==> src/rtl/uart_cmd_pkg.sv <==
// Shared types and constants for the UART command front end.
package uart_cmd_pkg;

  typedef logic [2:0] state_t;

  localparam state_t ST_IDLE = 3'd0;
  localparam state_t ST_CMD  = 3'd1;
  localparam state_t ST_ADDR = 3'd2;
  localparam state_t ST_DATA = 3'd3;
  localparam state_t ST_CSUM = 3'd4;
  localparam state_t ST_HOLD = 3'd5;

  localparam logic [7:0] SYNC_DEFAULT = 8'hA5;
  localparam logic [7:0] ERR_MAX      = 8'hFF;

  // Number of bytes collected in the field owned by a given state.
  function automatic logic [2:0] field_bytes(input state_t st, input int unsigned cmd_b,
                                             input int unsigned addr_b, input int unsigned data_b);
    case (st)
      ST_CMD:  return 3'(cmd_b);
      ST_ADDR: return 3'(addr_b);
      ST_DATA: return 3'(data_b);
      ST_CSUM: return 3'd1;
      default: return 3'd1;
    endcase
  endfunction

endpackage

==> src/rtl/uart_cmd_frontend_timeout.sv <==
// Inter-byte timer: counts enabled cycles without clear, pulses expire on the
// TIMEOUT_CYCLES-th idle cycle. TIMEOUT_CYCLES==0 disables expiry.
module uart_cmd_timeout #(
  parameter int unsigned TIMEOUT_CYCLES = 5_000_000
) (
  input  logic clk,
  input  logic reset,
  input  logic enable,
  input  logic clear,
  output logic expire
);

  localparam int unsigned W = (TIMEOUT_CYCLES > 2) ? $clog2(TIMEOUT_CYCLES) : 1;
  localparam logic [W-1:0] LAST = (TIMEOUT_CYCLES == 0) ? '0 : W'(TIMEOUT_CYCLES - 1);

  logic [W-1:0] cnt_q, cnt_d;

  always_comb begin
    expire = (TIMEOUT_CYCLES != 0) && enable && !clear && (cnt_q == LAST);
    cnt_d  = (!enable || clear || expire) ? '0 : cnt_q + W'(1);
  end

  always_ff @(posedge clk) begin
    if (reset) cnt_q <= '0;
    else       cnt_q <= cnt_d;
  end

endmodule

==> src/rtl/uart_cmd_frontend.sv <==
// SYNC-hunting framer: assembles CMD/ADDR/DATA fields into a valid/ready frame.
// Optional checksum byte after DATA is enabled with UART_CMD_CHECKSUM_EN.
//   state | meaning
//   IDLE  | hunting for SYNC_BYTE
//   CMD   | shifting in command bytes
//   ADDR  | shifting in address bytes
//   DATA  | shifting in data bytes
//   CSUM  | expecting XOR of all field bytes
//   HOLD  | frame presented, waiting for frame_ready
module uart_cmd_frontend
  import uart_cmd_pkg::*;
#(
  parameter int unsigned CMD_BYTES      = 1,
  parameter int unsigned ADDR_BYTES     = 4,
  parameter int unsigned DATA_BYTES     = 4,
  parameter logic [7:0]  SYNC_BYTE      = SYNC_DEFAULT,
  parameter int unsigned TIMEOUT_CYCLES = 5_000_000
) (
  input  logic                    clk,
  input  logic                    reset,
  input  logic [7:0]              rx_data,
  input  logic                    rx_valid,
  output logic [8*CMD_BYTES-1:0]  cmd_out,
  output logic [8*ADDR_BYTES-1:0] addr_out,
  output logic [8*DATA_BYTES-1:0] data_out,
  output logic                    frame_valid,
  input  logic                    frame_ready,
  output logic                    busy,
  output logic                    overrun,
  output logic [7:0]              err_count
);

  localparam int unsigned CW = 8*CMD_BYTES;
  localparam int unsigned AW = 8*ADDR_BYTES;
  localparam int unsigned DW = 8*DATA_BYTES;

  state_t         state_q, state_d;
  logic [1:0]     byte_cnt_q, byte_cnt_d;
  logic [CW-1:0]  cmd_sh_q, cmd_sh_d, cmd_out_q, cmd_out_d;
  logic [AW-1:0]  addr_sh_q, addr_sh_d, addr_out_q, addr_out_d;
  logic [DW-1:0]  data_sh_q, data_sh_d, data_out_q, data_out_d;
  logic           overrun_q, overrun_d;
  logic [7:0]     err_count_q, err_count_d;
`ifdef UART_CMD_CHECKSUM_EN
  logic [7:0]     csum_q, csum_d;
`endif
  logic           err_inc;
  logic           tmo_en, tmo_expire;
  logic [2:0]     n_bytes;
  logic           last_byte;

  assign tmo_en = (state_q == ST_CMD) || (state_q == ST_ADDR) ||
                  (state_q == ST_DATA) || (state_q == ST_CSUM);

  uart_cmd_timeout #(.TIMEOUT_CYCLES(TIMEOUT_CYCLES)) u_timeout (
    .clk    (clk),
    .reset  (reset),
    .enable (tmo_en),
    .clear  (rx_valid),
    .expire (tmo_expire)
  );

  always_comb begin
    n_bytes   = field_bytes(state_q, CMD_BYTES, ADDR_BYTES, DATA_BYTES);
    last_byte = ({1'b0, byte_cnt_q} == (n_bytes - 3'd1));
  end

  always_comb begin
    state_d    = state_q;
    byte_cnt_d = byte_cnt_q;
    cmd_sh_d   = cmd_sh_q;
    addr_sh_d  = addr_sh_q;
    data_sh_d  = data_sh_q;
    cmd_out_d  = cmd_out_q;
    addr_out_d = addr_out_q;
    data_out_d = data_out_q;
    overrun_d  = 1'b0;
    err_inc    = 1'b0;
`ifdef UART_CMD_CHECKSUM_EN
    csum_d     = csum_q;
`endif

    case (state_q)
      ST_IDLE: begin
        if (rx_valid && (rx_data == SYNC_BYTE)) begin
          state_d    = ST_CMD;
          byte_cnt_d = '0;
`ifdef UART_CMD_CHECKSUM_EN
          csum_d     = '0;
`endif
        end
      end

      ST_CMD, ST_ADDR, ST_DATA: begin
        if (tmo_expire) begin
          state_d    = ST_IDLE;
          byte_cnt_d = '0;
          err_inc    = 1'b1;
        end else if (rx_valid) begin
`ifdef UART_CMD_CHECKSUM_EN
          csum_d = csum_q ^ rx_data;
`endif
          // Truncating the concatenation shifts the new byte in at the LSB end.
          if (state_q == ST_CMD)  cmd_sh_d  = CW'({cmd_sh_q, rx_data});
          if (state_q == ST_ADDR) addr_sh_d = AW'({addr_sh_q, rx_data});
          if (state_q == ST_DATA) data_sh_d = DW'({data_sh_q, rx_data});
          if (last_byte) begin
            byte_cnt_d = '0;
            if (state_q == ST_CMD)       state_d = ST_ADDR;
            else if (state_q == ST_ADDR) state_d = ST_DATA;
            else begin
`ifdef UART_CMD_CHECKSUM_EN
              state_d    = ST_CSUM;
`else
              state_d    = ST_HOLD;
              cmd_out_d  = cmd_sh_q;
              addr_out_d = addr_sh_q;
              data_out_d = data_sh_d;
`endif
            end
          end else begin
            byte_cnt_d = byte_cnt_q + 2'd1;
          end
        end
      end

`ifdef UART_CMD_CHECKSUM_EN
      ST_CSUM: begin
        if (tmo_expire) begin
          state_d = ST_IDLE;
          err_inc = 1'b1;
        end else if (rx_valid) begin
          if (rx_data == csum_q) begin
            state_d    = ST_HOLD;
            cmd_out_d  = cmd_sh_q;
            addr_out_d = addr_sh_q;
            data_out_d = data_sh_q;
          end else begin
            state_d = ST_IDLE;
            err_inc = 1'b1;
          end
        end
      end
`endif

      ST_HOLD: begin
        if (rx_valid) begin
          overrun_d = 1'b1;
          err_inc   = 1'b1;
        end
        if (frame_ready) state_d = ST_IDLE;
      end

      default: state_d = ST_IDLE;
    endcase

    err_count_d = (err_inc && (err_count_q != ERR_MAX)) ? err_count_q + 8'd1 : err_count_q;
  end

  always_ff @(posedge clk) begin
    if (reset) begin
      state_q     <= ST_IDLE;
      byte_cnt_q  <= '0;
      cmd_sh_q    <= '0;
      addr_sh_q   <= '0;
      data_sh_q   <= '0;
      cmd_out_q   <= '0;
      addr_out_q  <= '0;
      data_out_q  <= '0;
      overrun_q   <= 1'b0;
      err_count_q <= '0;
`ifdef UART_CMD_CHECKSUM_EN
      csum_q      <= '0;
`endif
    end else begin
      state_q     <= state_d;
      byte_cnt_q  <= byte_cnt_d;
      cmd_sh_q    <= cmd_sh_d;
      addr_sh_q   <= addr_sh_d;
      data_sh_q   <= data_sh_d;
      cmd_out_q   <= cmd_out_d;
      addr_out_q  <= addr_out_d;
      data_out_q  <= data_out_d;
      overrun_q   <= overrun_d;
      err_count_q <= err_count_d;
`ifdef UART_CMD_CHECKSUM_EN
      csum_q      <= csum_d;
`endif
    end
  end

  assign cmd_out     = cmd_out_q;
  assign addr_out    = addr_out_q;
  assign data_out    = data_out_q;
  assign frame_valid = (state_q == ST_HOLD);
  assign busy        = (state_q != ST_IDLE);
  assign overrun     = overrun_q;
  assign err_count   = err_count_q;

endmodule

==> config.mk <==
export PLATFORM = sky130hd
export DESIGN_NAME = uart_cmd_frontend
export DESIGN_NICKNAME = d
export VERILOG_FILES = /design/src/rtl/uart_cmd_pkg.sv /design/src/rtl/uart_cmd_frontend_timeout.sv /design/src/rtl/uart_cmd_frontend.sv
export SDC_FILE = /design/constraint.sdc
export NUM_CORES = 1
export LEC_CHECK = 0
export CELL_PAD_IN_SITES_DETAIL_PLACEMENT = 0
export CELL_PAD_IN_SITES_GLOBAL_PLACEMENT = 1
export CORE_AREA = 4 4 135 137
export DETAILED_ROUTE_END_ITERATION = 6
export DIE_AREA = 0 0 139 141
export HOLD_SLACK_MARGIN = 0.06
export PLACE_DENSITY_LB_ADDON = 0.1
export RECOVER_POWER = 100
export REMOVE_ABC_BUFFERS = 1
export SLEW_MARGIN = 0
export SYNTH_ARGS = -nofsm -noshare
export SYNTH_HDL_FRONTEND = slang
export SYNTH_SLANG_ARGS = --single-unit
export TNS_END_PERCENT = 20
==> constraint.sdc <==
create_clock -name clk -period 2.7 [get_ports clk]
set_input_delay 0.54 -clock clk [delete_from_list [all_inputs] [get_ports clk]]
set_output_delay 0.54 -clock clk [all_outputs]
set_load 0.01 [all_outputs]
=== After elaboration in Yosys (flattened, before gate mapping) ===
Cells that the tools add are included.

* RAM bits: 0
* Register bits: 181
* Logic and storage cells: 74
* Bits in latches: 0
* Input bits: 12
* ROM bits: 0
* Output and inout port bits: 83
* Memories kept: 0

* Multiply operators: 0
* Magnitude comparators: 0
* Equality and inequality tests: 13
* Multiplexer cells: 18
* Bitwise gates (word level): 4
* Add/subtract/negate cells: 4
* Reductions and logical operators: 24
* Div/mod/pow operators: 0
* Shifts and indexed selects: 0

{| class="wikitable"
|+ Operators by type and width
! kind !! count
|-
| 32-bit two-way mux || 1
|-
| 3-bit two-way mux || 8
|-
| 23-bit by 1-bit adder with 23-bit output (second input constant) || 1
|-
| 23-bit equality test (second input constant) || 1
|-
| 4-bit AND reduction || 3
|-
| 3-bit one-hot mux with 3 select lines || 1
|-
| 8-bit by 1-bit adder with 8-bit output (second input constant) || 1
|-
| 8-bit equality test (second input constant) || 1
|-
| 2-bit two-way mux || 4
|-
| 8-bit inequality test (second input constant) || 1
|-
| 3-bit by 2-bit equality test with 1-bit output (second input constant) || 2
|-
| 3-bit equality test (second input constant) || 2
|-
| 3-bit inequality test (second input constant) || 2
|-
| 3-bit AND reduction || 2
|-
| 6-bit AND reduction || 1
|-
| 2-bit OR reduction || 3
|-
| 1-bit logical OR || 5
|-
| 1-bit logical AND || 4
|-
| 1-bit inverter || 4
|-
| 2-bit one-hot mux with 2 select lines || 1
|-
| 2-bit by 3-bit equality test with 1-bit output || 1
|-
| 3-bit by 1-bit equality test with 1-bit output (second input constant) || 1
|-
| 3-bit logical NOT || 1
|-
| 3-bit nonzero test || 1
|-
| other kinds (9) || 11
|}

=== Longest topological paths before layout ===
* Depth in word-level cells: 9
* Depth in mapped cells: 8
* Depth with buffers taken out: 6

=== Modules after synthesis ===
From an unflattened synthesis, not the netlist that was laid out.

* Cells, all modules: 817
* Area, all modules: 6708.9 um^2

{| class="wikitable"
|+ Modules (own cells, without submodules)
! module !! area an instance (um^2) !! seq. area each (um^2) !! instances !! cells each
|-
| uart_cmd_frontend || 5626.6 || 3002.9 || 1 || 693
|-
| uart_cmd_timeout || 1082.3 || 460.4 || 1 || 124
|}

=== Worst setup path after synthesis ===
OpenSTA, ideal clock, no wires.

* Path kind: register to register
* Start: register u_timeout.cnt_q[0]
* End: register err_count_q[0] (netlist: err_count[0])
* Path slack: 0.655 ns
* Required time: 2.577 ns
* Setup time: 0.123 ns
* Buffers on the path: 1
* Clock period less this slack: 2.045 ns
* Stages on the path, launching flop included: 8
* Data arrival time: 1.922 ns
* Path through: dfxtp_1 ha_1 and4_1 nand4_1 or4_1 buf_6 a21boi_2 mux2_1

* Word-level cells in the longest chain between the ends: 5

{| class="wikitable"
|+ RTL lines
! item !! line !! RTL
|-
| start: declaration || uart_cmd_frontend_timeout.sv:16 || <nowiki>logic [W-1:0] cnt_q, cnt_d;</nowiki>
|-
| start signal: assignment || uart_cmd_frontend_timeout.sv:25 || <nowiki>else cnt_q <= cnt_d;</nowiki>
|-
| 23-bit equality test || uart_cmd_frontend_timeout.sv:19 || <nowiki>expire = (TIMEOUT_CYCLES != 0) && enable && !clear && (cnt_q == LAST);</nowiki>
|-
| 1-bit logical AND || uart_cmd_frontend_timeout.sv:19 ||
|-
| 1-bit two-way mux || uart_cmd_frontend.sv:95 || <nowiki>if (tmo_expire) begin</nowiki>
|-
| 1-bit one-hot mux with 2 select lines || uart_cmd_frontend.sv:83 || <nowiki>case (state_q)</nowiki>
|-
| 1-bit logical AND || uart_cmd_frontend.sv:157 || <nowiki>err_count_d = (err_inc && (err_count_q != ERR_MAX)) ? err_count_q + 8'd1 : err_count_q;</nowiki>
|-
| end signal: assignment || uart_cmd_frontend.sv:185 || <nowiki>err_count_q <= err_count_d;</nowiki>
|-
| end: declaration || uart_cmd_frontend.sv:43 || <nowiki>logic [7:0] err_count_q, err_count_d;</nowiki>
|}

Every way passes these cells.
A chain may end at the register's enable or synchronous reset.

=== Worst setup path after layout ===
* Start: register state_q[2]
* End: output port busy

* Word-level cells in the longest chain between the ends: 1

{| class="wikitable"
|+ RTL lines
! item !! line !! RTL
|-
| start: declaration || uart_cmd_frontend.sv:37 || <nowiki>state_t state_q, state_d;</nowiki>
|-
| start signal: assignment || uart_cmd_frontend.sv:176 || <nowiki>state_q <= state_d;</nowiki>
|-
| 3-bit nonzero test || uart_cmd_frontend.sv:196 || <nowiki>assign busy = (state_q != ST_IDLE);</nowiki>
|-
| end: declaration || uart_cmd_frontend.sv:28 || <nowiki>output logic busy,</nowiki>
|}

Every way passes these cells.

==> impl_metrics.env <==
export IMPL_powerDensity_nw_per_um2=680.6
export IMPL_synth_seq_cells=173
export IMPL_die_area_sq_um=19600
export IMPL_antenna_cells=0
export IMPL_wire_per_inst_um=13.91
export IMPL_vias_per_cell=4.987
export IMPL_final_cell_mix="nand2_1 (286), dfxtp_1 (173), a21oi_1 (144)"
export IMPL_seqPwrFrac_pct=46.1
export IMPL_die_y_um=141
export IMPL_tritoncts_num_buffers=17
export IMPL_finalHoldViolations=0
export IMPL_grt_total_usage_pct=16.56
export IMPL_synth_edff_count=0
export IMPL_reg2reg_setup_slack_ns=0.28
export IMPL_avgSynthCellArea_sq_um=7.949
export IMPL_ctsRootBufferMaster="clkbuf_16"
export IMPL_clockPowerShare_pct=46.7
export IMPL_p_comb_share_pct=7.2
export IMPL_rsz0062_at_grt="no"
export IMPL_p_int_mw=4.416
export IMPL_maxCapViolations=0
export IMPL_cts_sinks=173
export IMPL_pre_cts_slack_ns=0.2371
export IMPL_wl_um=15980
export IMPL_grt_pass1_vias=5493
export IMPL_vias=5730
export IMPL_cts_resized=0
export IMPL_synth_top_cell_area_share_pct=51.81
export IMPL_dr_pass1_iters=5
export IMPL_synth_seq_area_share_pct=51.81
export IMPL_gp_congestion=0.8267
export IMPL_grt_overflow=0
export IMPL_layout_nets=925
export IMPL_outcome="complete, no violations"
export IMPL_io_pins=95
export IMPL_grt_pass1_wl_um=26880
export IMPL_slew_violations=0
export IMPL_hold_buffers=0
export IMPL_route_detailed_drc=0
export IMPL_multi_input_comb_area_sq_um=2932
export IMPL_hold_ws_ns=0.4101
export IMPL_worst_pin_slew_ns=0.8702
export IMPL_min_period_ns=2.445
export IMPL_synth_area_leaders="dfxtp_1 (52%), nand2_1 (16%), a21oi_1 (11%)"
export IMPL_coreArea_sq_um=17060
export IMPL_die_x_um=139
export IMPL_cp_max_fo=12
export IMPL_path_class="reg -> out"
export IMPL_setup_tns_ns=0
export IMPL_fmax_ghz=0.4089
export IMPL_clock_skew_ns=0.008720
export IMPL_worst_slack_ns=0.2545
export IMPL_cts_tree="yes"
export IMPL_nFillCells=1683
export IMPL_synthArstFlopShare_pct=0
export IMPL_cts_setup_buffers=0
export IMPL_worstPathArrival_ns=1.91
export IMPL_dp_hpwl_um=10460
export IMPL_synth_main_ff_cell="dfxtp_1"
export IMPL_setup_viol=0
export IMPL_cp_end_kind="output port"
export IMPL_cts_buffer_depth=2
export IMPL_port_buffer_count=94
export IMPL_cp_start_kind="flop"
export IMPL_rows=48
export IMPL_ff_latch_area_sq_um=3463
export IMPL_area_growth_pct=26.35
export IMPL_ant_nets=0
export IMPL_yosys_warnings=0
export IMPL_drive_above_1_share_pct=6.385
export IMPL_hold_path_class="in -> reg"
export IMPL_synth_top_cell_by_area="dfxtp_1"
export IMPL_utilization_pct=49.52
export IMPL_insertion_delay_ns=0.42
export IMPL_syn_inst=841
export IMPL_post_route_period_util_pct=90.57
export IMPL_p_leak_nw=3.023
export IMPL_slew_headroom_pct=41.98
export IMPL_p_sw_mw=1.333
export IMPL_p_sw_share_pct=23.19
export IMPL_synth_area_sq_um=6685
export IMPL_drt_initial_drc_count=318
export IMPL_final_common_cell="nand2_1"
export IMPL_required_ns=2.16
export IMPL_cts_clk_slew_worst_paths_ns=0.06
export IMPL_yosysUniqueCellTypes=48
export IMPL_start_util_pct=39.19
export IMPL_antenna_found_initial=0
export IMPL_htreeDepth=4
export IMPL_grt_max_degree=78
export IMPL_vdd_ir_drop_max_mv=0.4653
[cells in the mapped netlist, types with 5 or more instances]
| cell type | count |
|---|---|
| xnor2_1 | 17 |
| buf_2 | 10 |
| clkbuf_1 | 45 |
| xor2_1 | 5 |
| nor2_1 | 44 |
| nand4_1 | 14 |
| a21oi_1 | 144 |
| mux2_2 | 5 |
| nand2_1 | 286 |
| nand3_1 | 8 |
| dfxtp_1 | 173 |
| nor2b_1 | 9 |
| inv_1 | 10 |
| and3_1 | 6 |
| nor3_1 | 9 |
| nor4_1 | 7 |
[logic make-up (layout without fill, tap and decap cells)]
| family | count (synthesis) | count (layout) | share of synthesized area (%) |
|---|---|---|---|
| AOI/OAI and AO/OA | 160 | 160 | 13.14 |
| xor gates and xnor gates | 22 | 22 | 2.882 |
| adders and majority gates | 2 | 2 | 0.3743 |
| buffers and inverters | 69 | 152 | 4.342 |
| DFF | 173 | 173 | 51.81 |
| muxes | 8 | 8 | 1.310 |
| and+or+nand+nor | 407 | 407 | 26.15 |
[sequential cells by signal (all words and copies together) (netlist names), 8 cells and up]
| register | flops |
|---|---|
| addr_out | 32 |
| addr_sh_q | 32 |
| data_out | 32 |
| data_sh_q | 24 |
| u_timeout.cnt_q | 23 |
| cmd_out | 8 |
| cmd_sh_q | 8 |
| err_count | 8 |
[per-stage QoR]
step	power, mW	cell area, sq um	std cells
floorplan	2.925	6432	782
global placement	3.122	7819	1117
detailed placement	3.131	7819	1117
CTS	5.832	8474	1149
global route	6.004	8447	1149
finish	5.749	8447	1149
[layer usage]
layer	vias up	wire length [um]	GRT usage [%]
met5	-	0	0
met4	0	176	4.686
met3	13	612	3.901
met2	131	7913	28.87
met1	2676	7276	20.55
li1	2910	-	-
[worst max-delay path, cell delays in order (launching register included)]
cell           delay (ns)
dfxtp_1              0.41
or3_1                0.43
dlygate4sd3_1        0.64
[area by class of cell]
type	instances	area share, %
clock buffer	19	5.244
clock inverter	13	2.518
inverter	10	0.4444
multi-input combinational	599	34.71
sequential	173	41.00
tap	225	3.333
timing repair buffer	110	12.75
[power by group through the flow]
stage          sequential, mW  clock (mW)  combinational [mW]
2_1_floorplan            2.69           0               0.235
3_3_place_gp             2.71           0               0.415
3_5_place_dp             2.71           0               0.423
4_1_cts                  2.65        2.76               0.425
5_1_grt                  2.66        2.88               0.466
6_report                 2.65        2.69               0.411
[worst paths after layout]
path | to | depth (start not counted) | startpoint
setup / recovery | busy | 2 | state_q[2]
setup reg to reg | err_count[6] | 6 | u_timeout.cnt_q[0]
hold reg to reg | cmd_out[1] | 2 | cmd_sh_q[1]
hold / removal | state_q[2] | 2 | reset
No activity file was read; power rests on OpenSTA's default activity.
